$ cat config.mk
export PLATFORM = sky130hd
export DESIGN_NAME = sc_downlifecounter
export DESIGN_NICKNAME = d
export VERILOG_FILES = /design/src/rtl/sc_downlifecounter.sv
export SDC_FILE = /design/constraint.sdc
export NUM_CORES = 1
export LEC_CHECK = 0
export ABC_AREA = 1
export CAP_MARGIN = 10
export CORE_ASPECT_RATIO = 0.6
export CORE_UTILIZATION = 45
export CTS_CLUSTER_SIZE = 16
export DETAILED_ROUTE_END_ITERATION = 12
export SLEW_MARGIN = 20
export SYNTH_ARGS = -nofsm -noshare
export SYNTH_HDL_FRONTEND = slang
export SYNTH_SLANG_ARGS = --single-unit
export TNS_END_PERCENT = 50
$ cat constraint.sdc
create_clock -name SC_upLIFECOUNTER_CLOCK_50 -period 4 [get_ports SC_upLIFECOUNTER_CLOCK_50]
set_clock_uncertainty 0.05 [all_clocks]
set_input_delay 0.8 -clock SC_upLIFECOUNTER_CLOCK_50 [delete_from_list [all_inputs] [get_ports SC_upLIFECOUNTER_CLOCK_50]]
set_output_delay 0.8 -clock SC_upLIFECOUNTER_CLOCK_50 [all_outputs]
set_load 0.05 [all_outputs]
$ cat src/rtl/sc_downlifecounter.sv
// Lives-remaining counter for the Frogger core.
// Loads lives, deducts on hits with a grace window, adds bonus lives, flags game over.
module sc_downlifecounter #(
   parameter int DATAWIDTH    = 4,
   parameter int INIT_LIVES   = 3,
   parameter int MAX_LIVES    = 9,
   parameter int GRACE_CYCLES = 50_000_000,
   parameter int GRACE_WIDTH  = 26
) (
   input  logic                 SC_upLIFECOUNTER_CLOCK_50,
   input  logic                 SC_upLIFECOUNTER_RESET_InHigh,
   input  logic                 start_InLow,
   input  logic                 clear_InLow,
   input  logic                 hit_InLow,
   input  logic                 bonus_InLow,
   output logic [DATAWIDTH-1:0] lives_OutBUS,
   output logic                 grace_Out,
   output logic                 gameover_Out,
   output logic                 hitack_Out
);

   typedef enum logic [1:0] {
      IDLE,
      ALIVE,
      GRACE,
      GAMEOVER
   } state_t;

   localparam logic [DATAWIDTH-1:0]   INIT_L = DATAWIDTH'(INIT_LIVES);
   localparam logic [DATAWIDTH-1:0]   MAX_L  = DATAWIDTH'(MAX_LIVES);
   localparam logic [DATAWIDTH-1:0]   ONE_L  = DATAWIDTH'(1);
   localparam logic [GRACE_WIDTH-1:0] LOAD_T = GRACE_WIDTH'(GRACE_CYCLES - 1);
   localparam logic [GRACE_WIDTH-1:0] ONE_T  = GRACE_WIDTH'(1);

   state_t                 state;
   state_t                 stateNext;
   logic [DATAWIDTH-1:0]   lives;
   logic [DATAWIDTH-1:0]   livesNext;
   logic [GRACE_WIDTH-1:0] timer;
   logic [GRACE_WIDTH-1:0] timerNext;
   logic                   hitackNext;
   logic                   graceNext;
   logic                   gameoverNext;
   logic [DATAWIDTH-1:0]   livesUp;
   logic [DATAWIDTH-1:0]   livesHit;

   // Saturating increment and hit result (hit plus bonus in the same clock cancel out)
   always_comb begin
      livesUp = (lives >= MAX_L) ? MAX_L : lives + ONE_L;
      if (!bonus_InLow) begin
         livesHit = (lives > MAX_L) ? MAX_L : lives;
      end else begin
         livesHit = (lives == '0) ? '0 : lives - ONE_L;
      end
   end

   // State, lives, timer and registered outputs
   always_ff @(posedge SC_upLIFECOUNTER_CLOCK_50 or posedge SC_upLIFECOUNTER_RESET_InHigh) begin
      if (SC_upLIFECOUNTER_RESET_InHigh) begin
         state        <= IDLE;
         lives        <= '0;
         timer        <= '0;
         grace_Out    <= 1'b0;
         gameover_Out <= 1'b0;
         hitack_Out   <= 1'b0;
      end else begin
         state        <= stateNext;
         lives        <= livesNext;
         timer        <= timerNext;
         grace_Out    <= graceNext;
         gameover_Out <= gameoverNext;
         hitack_Out   <= hitackNext;
      end
   end

   // Next state, lives and timer with priority clear > start > hit/bonus
   always_comb begin
      stateNext  = state;
      livesNext  = lives;
      timerNext  = timer;
      hitackNext = 1'b0;
      if (!clear_InLow) begin
         stateNext = IDLE;
         livesNext = '0;
         timerNext = '0;
      end else if (!start_InLow) begin
         stateNext = ALIVE;
         livesNext = INIT_L;
         timerNext = '0;
      end else begin
         unique case (state)
            IDLE: begin
               livesNext = '0;
               timerNext = '0;
            end
            ALIVE: begin
               if (!hit_InLow) begin
                  livesNext  = livesHit;
                  hitackNext = 1'b1;
                  if (livesHit == '0) begin
                     stateNext = GAMEOVER;
                     timerNext = '0;
                  end else begin
                     stateNext = GRACE;
                     timerNext = LOAD_T;
                  end
               end else if (!bonus_InLow) begin
                  livesNext = livesUp;
               end
            end
            GRACE: begin
               if (!bonus_InLow) begin
                  livesNext = livesUp;
               end
               if (timer == '0) begin
                  stateNext = ALIVE;
               end else begin
                  timerNext = timer - ONE_T;
               end
            end
            GAMEOVER: begin
               livesNext = '0;
               timerNext = '0;
            end
            default: begin
               stateNext = IDLE;
               livesNext = '0;
               timerNext = '0;
            end
         endcase
      end
   end

   // Output flags decoded from the upcoming state
   always_comb begin
      graceNext    = (stateNext == GRACE);
      gameoverNext = (stateNext == GAMEOVER);
   end

   assign lives_OutBUS = lives;

endmodule

# ---- Yosys cells after proc, flatten, opt, wreduce, memory -nomap -nowiden
# Cells that the tools add are included.
dict set report totals {
  regBits 35
  input_bits 6
  wordCells 49
}
dict set report classes {
  add_sub_neg 3
  order_cmp 2
  n_eq_ne 7
  mux 25
  reduce_logical 6
}
# operator n
set ops {}
lappend ops {{2-to-1 mux 26 bit} 5}
lappend ops {{one-hot mux 26 bit (3 select lines)} 1}
lappend ops {{2-to-1 mux 4 bit} 8}
lappend ops {{logical NOT 26 bit} 1}
lappend ops {{subtractor 26 x 1 -> 26 bit (second input constant)} 1}
lappend ops {{one-hot mux 4 bit (3 select lines)} 1}
lappend ops {{== test 2 bit (second input constant)} 4}
lappend ops {{logical NOT 4 bit} 2}
lappend ops {{2-to-1 mux 2 bit} 4}
lappend ops {{!= test 4 bit (second input constant)} 2}
lappend ops {{2-to-1 mux 1 bit} 5}
lappend ops {{adder 4 x 1 -> 4 bit (second input constant)} 1}
lappend ops {{>= comparator 4 bit (second input constant)} 1}
lappend ops {{greater-than comparator 4 bit (second input constant)} 1}
lappend ops {{one-hot mux 2 bit (2 select lines)} 1}
lappend ops {{subtractor 4 x 1 -> 4 bit (second input constant)} 1}
lappend ops {{== test 2 x 1 -> 1 bit (second input constant)} 1}
lappend ops {{logical NOT 2 bit} 1}
lappend ops {{AND reduction 2 bit} 1}
lappend ops {{OR reduction 2 bit} 1}

# ---- Logic depth before layout (Yosys ltp)
# Gate-level depths: netlist of run 1.
dict set report logic_depth {
  depth_word 10
  ltp_mapped 14
}

# ---- Worst setup path after synthesis of run 1
# Ideal clock, no wire load.
dict set report synth_path {
  kind {register -> register}
  startpoint {register lives[0] (netlist: lives_OutBUS[0])}
  endpoint {register timer[0]}
  arrival_ps 1963
  setup_slack_ps 1860
  path_stages_with_launch 12
  path_buffers 1
  cell_sequence {dfrtp_1 inv_1 ha_1 nand2_1 nand3_1 nand2_1 nand2_1 nor2_1 nand3_1 nand4_1 buf_2 o22ai_1}
}
dict set report synth_between {
  elab_chain_cells 9
  elab_cells_between_ends 12
}
# item line_no
set synth_rtl {}
lappend synth_rtl {{start: declaration} 37} ;# logic [DATAWIDTH-1:0] lives;
lappend synth_rtl {{start signal: assignment} 68} ;# lives <= livesNext;
lappend synth_rtl {{subtractor 4 x 1 -> 4 bit (tied with other cells)} 53} ;# livesHit = (lives == '0) ? '0 : lives - ONE_L;
lappend synth_rtl {{2-to-1 mux 4 bit (on tied branches)} {53, 51}}
lappend synth_rtl {{2-to-1 mux 4 bit (*)} 50} ;# if (!bonus_InLow) begin
lappend synth_rtl {{logical NOT 4 bit (*)} 100} ;# if (livesHit == '0) begin
lappend synth_rtl {{2-to-1 mux 26 bit (*)} 100}
lappend synth_rtl {{2-to-1 mux 26 bit (*)} 97} ;# if (!hit_InLow) begin
lappend synth_rtl {{one-hot mux 26 bit (3 select lines) (*)} 91} ;# unique case (state)
lappend synth_rtl {{2-to-1 mux 26 bit (*)} 86} ;# end else if (!start_InLow) begin
lappend synth_rtl {{2-to-1 mux 26 bit (*)} 82} ;# if (!clear_InLow) begin
lappend synth_rtl {{end signal: assignment} 69} ;# timer <= timerNext;
lappend synth_rtl {{end: declaration} 39} ;# logic [GRACE_WIDTH-1:0] timer;
# Mark *: on every way between the ends. The rest lies on a longest branch, timed or not. The select of a mux whose other input is x is not followed.
# A chain may end at the register's enable or synchronous reset.

# ---- Final worst setup path of run 1
dict set report layout_path {
  startpoint {input bonus_InLow}
  endpoint {register timer[1]}
}
dict set report layout_between {
  elab_chain_cells 7
}
# item line_no
set layout_rtl {}
lappend layout_rtl {{start: declaration} 15} ;# input logic bonus_InLow,
lappend layout_rtl {{2-to-1 mux 4 bit} 50}
lappend layout_rtl {{logical NOT 4 bit} 100}
lappend layout_rtl {{2-to-1 mux 26 bit} 100}
lappend layout_rtl {{2-to-1 mux 26 bit} 97}
lappend layout_rtl {{one-hot mux 26 bit (3 select lines)} 91}
lappend layout_rtl {{2-to-1 mux 26 bit} 86}
lappend layout_rtl {{2-to-1 mux 26 bit} 82}
# Every way passes these cells. The select of a mux whose other input is x is not followed.

==> qor.csv, run 1 <==
stage,metric,value,unit
synthesis,yosysSeqAreaShare,34.0,%
sta,setup_tns,0,ps
finish,nFillCells,529,
worst_setup_path,slowest_delay,590,ps
clock_network,clk_root_buffer_cell,clkbuf_8,
sta,maxSlewViolCount,0,
synthesis,synth_area,2580,um^2
worst_setup_path,cp-end-kind,flip-flop,
worst_setup_path,cpMostUsedCell,nor2_1,
drt,drt_iter0_drc,188,
global_route,gr-total-overflow,0,
global_route,grt_start_max_net_pins,36,
clock_network,cts.path.max_buffers,2,
min_path,min_from,timer[17]$_DFFE_PP0P_,
drt,dr_total_vias,2493,
sta,setup_viol,0,
sta,tightest_slew,754,ps
finish,multiInputGateArea,1440,um^2
clock_network,post_cts_resized,0,
die,rows,20,
finish,seqCellArea,876,um^2
placed_design,hpwl,5170,um
min_path,hold_end,timer[17]$_DFFE_PP0P_,
finish,drive_gt1_share,6.14,%
die,num_io_pins,13,
synthesis,synth_nets,406,
job,maxCapViolCount,0,
clock_network,clk-insertion-delay-late,290,ps
worst_setup_path,timing.rr.start,state[1]$_DFF_PP0_,
die,initial_utilization,48.8,%
die,die_area,6040,um^2
finish,syn2layout_area_growth,10.3,%
clock_network,cts_tree,yes,
drt,routed_wl,6970,um
worst_setup_path,arrival,2850,ps
pwr,powerDensity,350,nW/um^2
placed_design,placed_cell_area,2760,um^2
synthesis,ys_warn_count,0,
synthesis,avgSynthCellArea,6.54,um^2
synthesis,ys_ff_latch,35,
global_route,grt_pass1_vias,2125,
drt,routedWlPerCell,14.4,um
status,status,"finished, final reports clean",
finish,antenna_cells,0,
die,die_h,60.6,um
clock_network,cts_max_level,2,
finish,stdcell_area,2840,um^2
pwr,irDropWorstVdd,150,uV
synthesis,syn_inst,394,
worst_setup_path,critPathRequiredTime,4130,ps
clock_network,holdBufCountCts,0,
drt,viasPerCell,5.15,
worst_setup_path,r2r-end,lives_OutBUS[2]$_DFF_PP0_,
sta,hold_viol,0,
drt,ant_nets,0,
worst_setup_path,cp-start-kind,primary input,
drt,drt-pass1-iter-count,4,
min_path,hold_class,reg2reg,
clock_network,numCtsBuffers,5,
global_route,grt_pass1_wl,11200,um
clock_network,path_clk_slew,70,ps
worst_setup_path,crit_fanout,12,
sta,rsz0062_at_grt,no,
placed_design,gp_congestion,0.906,
worst_setup_path,slowest_stage,clkdlybuf4s50_1,
global_route,grt_usage,25.0,%
pwr,finalPower,0.000995,W
pwr,power_leakage,1.47,nW
worst_setup_path,r2r_setup_slack,1290,ps
finish,layout.nets,418,
drt,post-route-drc-count,0,
die,core,5280,um^2
sta,min_period,2730,ps
worst_setup_path,crit_path_start,bonus_InLow,
min_path,hold_depth,2,
worst_setup_path,timing.critical_path.cells,"clkdlybuf4s50_1, inv_1, nor2_1, a21oi_1, nand2_1, nor2_1, nand3_1, nand4_1, o22ai_1",
sta,post-route-period-util,68.1,%
worst_setup_path,crit_type,in2reg,
sta,fmax,0.367,GHz
clock_network,clock-sinks,35,
global_route,antenna_found_initial,0,
die,die-width,99.7,um
clock_network,post-cts-setup-buffer-count,0,
sta,max-slew-margin-rel,49.5,%
worst_setup_path,ff2ff_path_depth,10,
synthesis,ys_types,32,
placed_design,port-buffer-count,12,
-- logic make-up (layout without fill, tap and decap cells) --
group | Yosys count | after routing | synth area share (%)
buffers and inverters | 67 | 80 | 10.2
adder cells (fa/ha/maj) | 6 | 6 | 2.91
XOR/XNOR | 3 | 3 | 1.02
flip-flops | 35 | 35 | 34.0
AO/OA/AOI/OAI | 60 | 60 | 13.3
AND/OR/NAND/NOR | 223 | 223 | 38.5
-- worst max path at each step --
| stage | end | slack (ps) | cells after the start |
|---|---|---|---|
| floorplan | timer[0]$_DFFE_PP0P_ | 1860 | 11 |
| global placement | timer[0]$_DFFE_PP0P_ | 1100 | 5 |
| detailed placement | timer[22]$_DFFE_PP0P_ | 1030 | 9 |
| CTS | timer[1]$_DFFE_PP0P_ | 1330 | 9 |
| global route | timer[1]$_DFFE_PP0P_ | 1040 | 9 |
| finish | timer[1]$_DFFE_PP0P_ | 1270 | 9 |
-- synth_stat cells (all sizes together) --
cell type  count  area share [%]
or2            3            0.73
o21bai         1            0.29
nand4          6             1.5
xnor2          1            0.34
a31oi          2            0.49
a21oi         22             4.9
nor2          67              11
clkbuf         4            0.58
ha             6             2.9
nand2        104              17
o211ai         1            0.29
inv           56             8.2
o2111ai        1            0.34
buf            5             1.2
dfrtp         35              34
a32oi          1            0.34
xor2           2            0.68
o21ai         22             4.3
clkinv         2            0.29
nor3           5            0.97
o22ai         10             2.4
nand3         37             7.2
and2           1            0.24
-- through the flow --
step / worst slack [ps] / cells / util (%) / hold WS, ps
floorplan: 1860 / 394 / - / 444
global placement: 1100 / 476 / 52.3 / 492
detailed placement: 1030 / 476 / 52.3 / 499
CTS: 1330 / 484 / 53.9 / 516
global route: 1040 / 484 / 53.9 / 547
finish: 1270 / 484 / 53.9 / 521
-- registers in the layout (all words and copies together) (netlist names) --
register,cells
grace_Out,1
timer,26
gameover_Out,1
state,2
hitack_Out,1
lives_OutBUS,4
-- cell type report --
cell class | count | share of cell area, %
timing repair buffer | 14 | 4.75
clock inverter | 1 | 0.176
multi-input combinational | 292 | 50.5
tap | 77 | 3.39
inverter | 58 | 7.66
clock buffer | 7 | 2.68
sequential | 35 | 30.8
-- metal layers --
metal  global-route usage [%]  routed length [um]  vias up
li1                         -                   -     1282
met1                     41.3                3850     1119
met2                     32.0                2460       86
met3                     5.07                 618        6
met4                     5.04                  42        0
met5                        0                   0        -
-- cell usage in the layout (no fill, tap or decap), types with 2 or more instances in the layout --
cell             instances
nand2_1                 98
nor2_1                  61
inv_1                   56
nand3_1                 37
dfrtp_1                 35
a21oi_1                 20
o21ai_0                 16
clkdlybuf4s50_1         12
o22ai_1                 10
nand4_1                  6
o21ai_1                  6
ha_1                     6
nand2_4                  5
nor3_1                   5
clkbuf_8                 5
nor2_2                   3
or2_2                    3
nor2_4                   2
clkinv_1                 2
a31oi_1                  2
xor2_1                   2
clkbuf_1                 2
buf_4                    2
-- power by group --
| part | internal (W) | switching (W) |
|---|---|---|
| Combinational | 0.000112 | 0.000239 |
| Clock | 0.000122 | 0.000132 |
| Sequential | 0.000370 | 0.0000196 |
-- worst max-delay path: cells and delay by family --
family          cells  cell delay [ps]
simple gates        5              930
buf+inv             2              710
compound gates      2              410
Note: power is estimated with default switching activity, not from simulation.
==> run 2, diff against run 1 <==
clock period = 2.3 ns   (was 4 ns; I/O delays follow)
==> run 2 against run 1 <==
Net effect:
- die area is the same
- highest routed layer unchanged
- count of clock-buffer cells in the layout unchanged
- global-route usage grew 0.91 points
- via count up 4.3%
- largest cell class unchanged
- total power up 86%
- flip-flop and latch count stayed put
- setup slack got worse by 1100 ps
- critical path type is now reg2out
- hold slack worse by 19 ps
- first-iteration DRC count up 14%
- routed wire length grew 1.9%
- clock power rose by 100%
- critical path depth shrank 8
==> qor.csv, run 2 (synthesis results as in run 1) <==
stage,metric,value,unit,change
worst_setup_path,r2r-end,timer[18]$_DFFE_PP0P_,,was lives_OutBUS[2]$_DFF_PP0_
pwr,powerDensity,616,nW/um^2,was 350 nW/um^2
drt,dr_total_vias,2600,,was 2493
placed_design,placed_cell_area,2890,um^2,was 2760 um^2
worst_setup_path,r2r_setup_slack,270,ps,was 1290 ps
clock_network,path_clk_slew,80,ps,was 70 ps
placed_design,dpl_worst_slack,27.4,ps,was 1030 ps
sta,layout_setup_ws,156,ps,was 1270 ps
die,die_area,6040,um^2,unchanged
global_route,grt_start_max_net_pins,36,,unchanged
finish,drive_gt1_share,9.95,%,was 6.14%
die,rows,20,,unchanged
sta,fmax,0.466,GHz,
status,status,"finished, final reports clean",,unchanged
finish,mostFrequentLayoutCell,nand2_1,,unchanged
min_path,hold_depth,2,,unchanged
clock_network,numCtsBuffers,5,,unchanged
finish,top_register,timer,,unchanged
sta,setup_viol,0,,unchanged
global_route,antenna_found_initial,0,,unchanged
global_route,grt_usage,25.9,%,was 25.0%
sta,min_period,2140,ps,
worst_setup_path,arrival,1630,ps,was 2850 ps
pwr,power_frac_comb,35.5,%,was 35.3%
worst_setup_path,path_delay_family,buffers and inverters,,was simple AND/OR/NAND/NOR gates
finish,fin_cells,499,,was 484
worst_setup_path,cp-start-kind,flip-flop,,was primary input
sta,hold_viol,0,,unchanged
drt,viasPerCell,5.21,,was 5.15
clock_network,cts.path.max_buffers,2,,unchanged
placed_design,placed_cells,491,,was 476
worst_setup_path,ff2ff_path_depth,12,,was 10
drt,ant_nets,0,,unchanged
sta,max-slew-margin-rel,65.6,%,was 49.5%
finish,stdcell_area,3000,um^2,was 2840 um^2
global_route,gr-total-overflow,0,,unchanged
placed_design,gp_congestion,0.918,,was 0.906
drt,post-route-drc-count,0,,unchanged
sta,holdWs,502,ps,was 521 ps
worst_setup_path,crit_path_start,lives_OutBUS[3]$_DFF_PP0_,,was bonus_InLow
drt,drt_iter0_drc,214,,was 188
finish,syn2layout_area_growth,16.4,%,was 10.3%
worst_setup_path,timing.critical_path.cells,clkdlybuf4s50_1,,"was clkdlybuf4s50_1, inv_1, nor2_1, a21oi_1, nand2_1, nor2_1, nand3_1, nand4_1, o22ai_1"
global_route,grt_pass1_wl,11600,um,was 11200 um
placed_design,port-buffer-count,12,,unchanged
sta,tightest_slew,514,ps,was 754 ps
clock_network,post-cts-setup-buffer-count,0,,unchanged
sta,rsz0062_at_grt,no,,unchanged
min_path,hold_class,reg2reg,,unchanged
worst_setup_path,crit_fanout,8,,was 12
worst_setup_path,crit_cells,1,,was 9
finish,layout.nets,433,,was 418
clock_network,clk_root_buffer_cell,clkbuf_8,,unchanged
finish,antenna_cells,0,,unchanged
sta,post-route-period-util,93.2,%,
pwr,p_sw_share,38.1,%,was 39.3%
die,core,5280,um^2,unchanged
pwr,irDropWorstVdd,281,uV,was 150 uV
die,num_io_pins,13,,unchanged
worst_setup_path,crit_buf_inv,1,,was 2
clock_network,post_cts_resized,0,,unchanged
clock_network,cts_tree,yes,,unchanged
worst_setup_path,slowest_delay,870,ps,was 590 ps
drt,routed_wl,7100,um,was 6970 um
clock_network,clock-sinks,35,,unchanged
pwr,clkPwrFrac,28.0,%,was 25.5%
finish,largest_reg_flops,26,,unchanged
worst_setup_path,crit_type,reg2out,,was in2reg
clock_network,holdBufCountCts,0,,unchanged
global_route,grt_pass1_vias,2257,,was 2125
pwr,p_switching,0.000703,W,was 0.000391 W
die,die-width,99.7,um,unchanged
die,initial_utilization,48.8,%,unchanged
sta,setup_tns,0,ps,unchanged
worst_setup_path,timing.rr.start,timer[9]$_DFFE_PP0P_,,was state[1]$_DFF_PP0_
pwr,p_seq_share,36.5,%,was 39.1%
pwr,intPower,0.00114,W,was 0.000604 W
worst_setup_path,cp-end-kind,primary output,,was flip-flop
drt,drt-pass1-iter-count,5,,was 4
sta,maxSlewViolCount,0,,unchanged
worst_setup_path,critPathRequiredTime,1790,ps,was 4130 ps
job,maxCapViolCount,0,,unchanged
placed_design,hpwl,5370,um,was 5170 um
die,die_h,60.6,um,unchanged
pwr,power_leakage,1.55,nW,was 1.47 nW
drt,routedWlPerCell,14.2,um,was 14.4 um
clock_network,clk-insertion-delay-late,300,ps,was 290 ps
worst_setup_path,endpoint,lives_OutBUS[3],,was timer[1]$_DFFE_PP0P_
clock_network,cts_max_level,2,,unchanged
finish,layout_common_cells,"nand2_1 (98), nor2_1 (61), inv_1 (56), nand3_1 (37), dfrtp_1 (35)",,unchanged
worst_setup_path,slowest_stage,clkdlybuf4s50_1,,unchanged
-- run 2: how the worst min path moves through the flow --
stage                                     start                    end  slack [ps]
after CTS                 timer[20]$_DFFE_PP0P_  timer[20]$_DFFE_PP0P_         500
final                     timer[20]$_DFFE_PP0P_  timer[20]$_DFFE_PP0P_         500
after detailed placement  timer[20]$_DFFE_PP0P_  timer[20]$_DFFE_PP0P_         480
after global placement    timer[21]$_DFFE_PP0P_  timer[21]$_DFFE_PP0P_         480
after floorplan            timer[6]$_DFFE_PP0P_   timer[6]$_DFFE_PP0P_         440
after global routing      timer[20]$_DFFE_PP0P_  timer[20]$_DFFE_PP0P_         520
-- run 2: power by group through the flow --
| stage | sequential [W] | clock [W] | combinational [W] |
|---|---|---|---|
| after CTS | 0.000673 | 0.000524 | 0.000646 |
| after floorplan | 0.000696 | 0 | 0.000449 |
| final | 0.000674 | 0.000516 | 0.000656 |
| after detailed placement | 0.000685 | 0 | 0.000642 |
| after global placement | 0.000684 | 0 | 0.000638 |
| after global routing | 0.000678 | 0.000545 | 0.000735 |
-- run 2: area by class of cell --
type                            count  area [um^2]
Clock buffer                        7         96.3
Clock inverter                      1         7.51
Fill cell                         499         2280
Inverter                           58          218
Multi-Input combinational cell    292         1450
Sequential cell                    35          876
Tap cell                           77         96.3
Timing Repair Buffer               29          260
-- run 2: through the flow --
stage	util, %	power [W]
after floorplan	-	0.00115
after global placement	54.7	0.00132
after detailed placement	54.7	0.00133
after CTS	56.7	0.00184
after global routing	56.8	0.00196
final	56.8	0.00185
-- run 2: per-layer routing --
| metal | up-vias | track usage [%] | wire length, um |
|---|---|---|---|
| met5 | - | 0 | 0 |
| met4 | 0 | 6.30 | 62 |
| met3 | 7 | 5.07 | 554 |
| met2 | 87 | 32.6 | 2440 |
| met1 | 1191 | 43.1 | 4040 |
| li1 | 1315 | - | - |
==> run 3, diff against run 2 <==
ABC_AREA = not set   (was 1)
PLACE_DENSITY = 0.65   (was not set)
==> run 3 against run 2 <==
Net effect:
- total power rose by 5.7%
- global-route usage rose by 2.6 points
- count of clock-buffer cells in the layout rose by 1
- flip-flop and latch count did not move
- fmax fell by 5.6%
- cell count fell by 18%
- first-iteration DRC count fell by 7.0%
- largest power group is now combinational cells
- via count fell by 7.1%
- non-clock buffer count rose by 45
- combinational power rose by 17%
==> qor.csv, run 3 <==
stage,metric,value,unit,change
synthesis,synth.most_common_cell,dfrtp_1,,was nand2_1
finish,layout.nets,354,,was 433
drt,dr_total_vias,2415,,was 2600
synthesis,synth_area,2390,um^2,was 2580 um^2
placed_design,hpwl,4910,um,was 5370 um
placed_design,gp_congestion,0.859,,was 0.918
clock_network,cts.path.max_buffers,2,,unchanged
global_route,antenna_found_initial,0,,unchanged
sta,max-slew-margin-rel,65.4,%,was 65.6%
sta,fmax,0.440,GHz,was 0.466 GHz
die,initial_utilization,47.0,%,was 48.8%
clock_network,clock-sinks,35,,unchanged
pwr,powerDensity,597,nW/um^2,was 616 nW/um^2
die,core,5080,um^2,was 5280 um^2
global_route,grt_pass1_wl,11800,um,was 11600 um
sta,setup_viol,0,,unchanged
synthesis,ys_ff_latch,35,,unchanged
synthesis,synth_common_cells,"dfrtp_1 (35), nor2_1 (27), nand2_1 (22)",,"was nand2_1 (98), nor2_1 (61), inv_1 (56)"
sta,post-route-period-util,98.7,%,was 93.2%
sta,rsz0062_at_grt,yes,,was no
clock_network,numCtsBuffers,5,,unchanged
sta,tightest_slew,518,ps,was 514 ps
worst_setup_path,cp-start-kind,flip-flop,,unchanged
drt,routedWlPerCell,17.6,um,was 14.2 um
worst_setup_path,crit_fanout,4,,was 8
die,die-width,96.0,um,was 99.7 um
synthesis,yosysSeqAreaShare,36.7,%,was 34.0%
finish,antenna_cells,0,,unchanged
worst_setup_path,arrival,2400,ps,was 1630 ps
global_route,grt_pass1_vias,2209,,was 2257
clock_network,clk-insertion-delay-late,290,ps,was 300 ps
clock_network,cts_tree,yes,,unchanged
sta,min_period,2270,ps,was 2140 ps
synthesis,ys_types,59,,was 32
placed_design,placed_cells,386,,was 491
status,status,"finished, final reports clean",,unchanged
synthesis,synth.area.top_cells,"dfrtp_1 (37%), a21oi_1 (4.4%), nor2_1 (4.2%), o21ai_0 (4.2%), nand2_1 (3.5%)",,"was dfrtp_1 (34%), nand2_1 (14%), nor2_1 (8.9%), inv_1 (8.2%), nand3_1 (7.2%)"
global_route,gr-total-overflow,0,,unchanged
global_route,grt_usage,28.5,%,was 25.9%
clock_network,clk_root_buffer_cell,clkbuf_8,,unchanged
synthesis,yosysTopAreaCell,dfrtp_1,,unchanged
pwr,irDropWorstVdd,351,uV,was 281 uV
synthesis,synth_nets,284,,was 406
clock_network,cts_max_level,2,,unchanged
drt,post-route-drc-count,0,,unchanged
min_path,hold_class,reg2reg,,unchanged
die,die_h,58.4,um,was 60.6 um
finish,mostFrequentLayoutCell,buf_4,,was nand2_1
synthesis,syn_inst,272,,was 394
placed_design,port-buffer-count,12,,unchanged
finish,syn2layout_area_growth,37.0,%,was 16.4%
drt,drt_iter0_drc,199,,was 214
synthesis,avgSynthCellArea,8.78,um^2,was 6.54 um^2
finish,largest_reg_flops,26,,unchanged
synthesis,ys_warn_count,0,,unchanged
finish,layout_common_cells,"buf_4 (56), dfrtp_1 (32), nor2_1 (27), nand2_1 (22), a21oi_1 (20)",,"was nand2_1 (98), nor2_1 (61), inv_1 (56), nand3_1 (37), dfrtp_1 (35)"
sta,hold_viol,0,,unchanged
global_route,grt_start_max_net_pins,36,,unchanged
synthesis,synth_edf_count,0,,unchanged
finish,top_register,timer,,unchanged
worst_setup_path,crit_type,reg2reg,,was reg2out
drt,drt-pass1-iter-count,5,,unchanged
die,rows,20,,unchanged
drt,ant_nets,0,,unchanged
sta,maxSlewViolCount,0,,unchanged
worst_setup_path,cp-end-kind,flip-flop,,was primary output
synthesis,async_flop_share,100,%,unchanged
pwr,power_leakage,1.49,nW,was 1.55 nW
worst_setup_path,critPathRequiredTime,2430,ps,was 1790 ps
synthesis,synth_top_area_share,36.7,%,was 34.0%
finish,drive_gt1_share,32.7,%,was 9.95%
synthesis,ys.flop_type,dfrtp_1,,unchanged
job,maxCapViolCount,0,,unchanged
sta,setup_tns,0,ps,unchanged
die,die_area,5610,um^2,was 6040 um^2
drt,viasPerCell,5.90,,was 5.21
clock_network,path_clk_slew,70,ps,was 80 ps
die,num_io_pins,13,,unchanged
drt,routed_wl,7210,um,was 7100 um
finish,fin_cells,409,,was 499
run 3: changes by cell type after synthesis, sizes merged, moves of 5 or more:
cell and change:
nand2 -81, inv -42, nor2 -40, nand3 -33
nor4 +10, nor3 +6, o22ai -6, xnor2 +6
nand2b +5, nand4 -5, o31ai +5
run 3: cell type report:
class                      count  area, um^2
timing repair buffer          74         616
inverter                      14        55.1
clock buffer                   8         100
sequential                    35         880
fill                         445        1810
multi-input combinational    212        1540
tap                           66        82.6
run 3: per-stage QoR:
step	hold slack (ps)	total power, W	setup WS [ps]	utilization (%)	instance area (um^2)
after floorplan	424	0.00111	-48.5	-	2420
after global placement	456	0.00134	-322	57.5	2920
after detailed placement	461	0.00135	-359	57.5	2920
after CTS	478	0.00186	-47.1	60.2	3060
after global routing	494	0.00206	-82.0	64.4	3270
final	484	0.00195	28.9	64.4	3270
run 3: cells by family (layout without fill, tap and decap cells):
group	Yosys count	count (layout)	synth area share, %
buf+inv	27	96	4.72
simple gates	104	106	25.5
xor+xnor	13	13	4.77
flops	35	35	36.7
fa+ha+maj	6	6	3.14
compound gates	85	85	24.3
mux	2	2	0.839
run 3: worst paths after layout:
kind | startpoint | end | slack [ps] | depth (start not counted)
min reg2reg | timer[23]$_DFFE_PP0P_ | timer[23]$_DFFE_PP0P_ | 480 | 1
max reg2reg | timer[11]$_DFFE_PP0P_ | grace_Out$_DFF_PP0_ | 30 | 6
max | timer[11]$_DFFE_PP0P_ | grace_Out$_DFF_PP0_ | 30 | 6
min in group asynchronous | SC_upLIFECOUNTER_RESET_InHigh | lives_OutBUS[2]$_DFF_PP0_ | 530 | 3
min | timer[23]$_DFFE_PP0P_ | timer[23]$_DFFE_PP0P_ | 480 | 1
max in group asynchronous | SC_upLIFECOUNTER_RESET_InHigh | lives_OutBUS[0]$_DFF_PP0_ | 1300 | 3
run 3: what timing repair did:
item                       in CTS  in global routing
gates resized for setup         3                 41
setup endpoints to repair      20                 30
setup buffers                   3                 10
pin swaps                       0                  8
gates cloned                    1                  1
hold buffers                    0                  0
run 3: power breakdown:
| part | switching, W | internal (W) | leakage [nW] |
|---|---|---|---|
| sequential | 0.0000363 | 0.000642 | 0.475 |
| combinational | 0.000403 | 0.000367 | 0.962 |
| clock | 0.000230 | 0.000274 | 0.0515 |
run 3: routing by layer:
| metal | GRT usage, % | up-vias | part of all wire [%] |
|---|---|---|---|
| met5 | 0 | - | 0 |
| met4 | 6.61 | 0 | 0.83 |
| met3 | 5.56 | 7 | 8.5 |
| met2 | 36.7 | 98 | 39 |
| met1 | 47.3 | 1159 | 52 |
| li1 | - | 1151 | - |
run 3: critical path, stage by stage (launching register included):
cell and delay, ps:
dfrtp_2 450, nor4_4 440, nand4_2 190, or2_1 290
o31a_1 240, o311a_1 320, and2_1 170
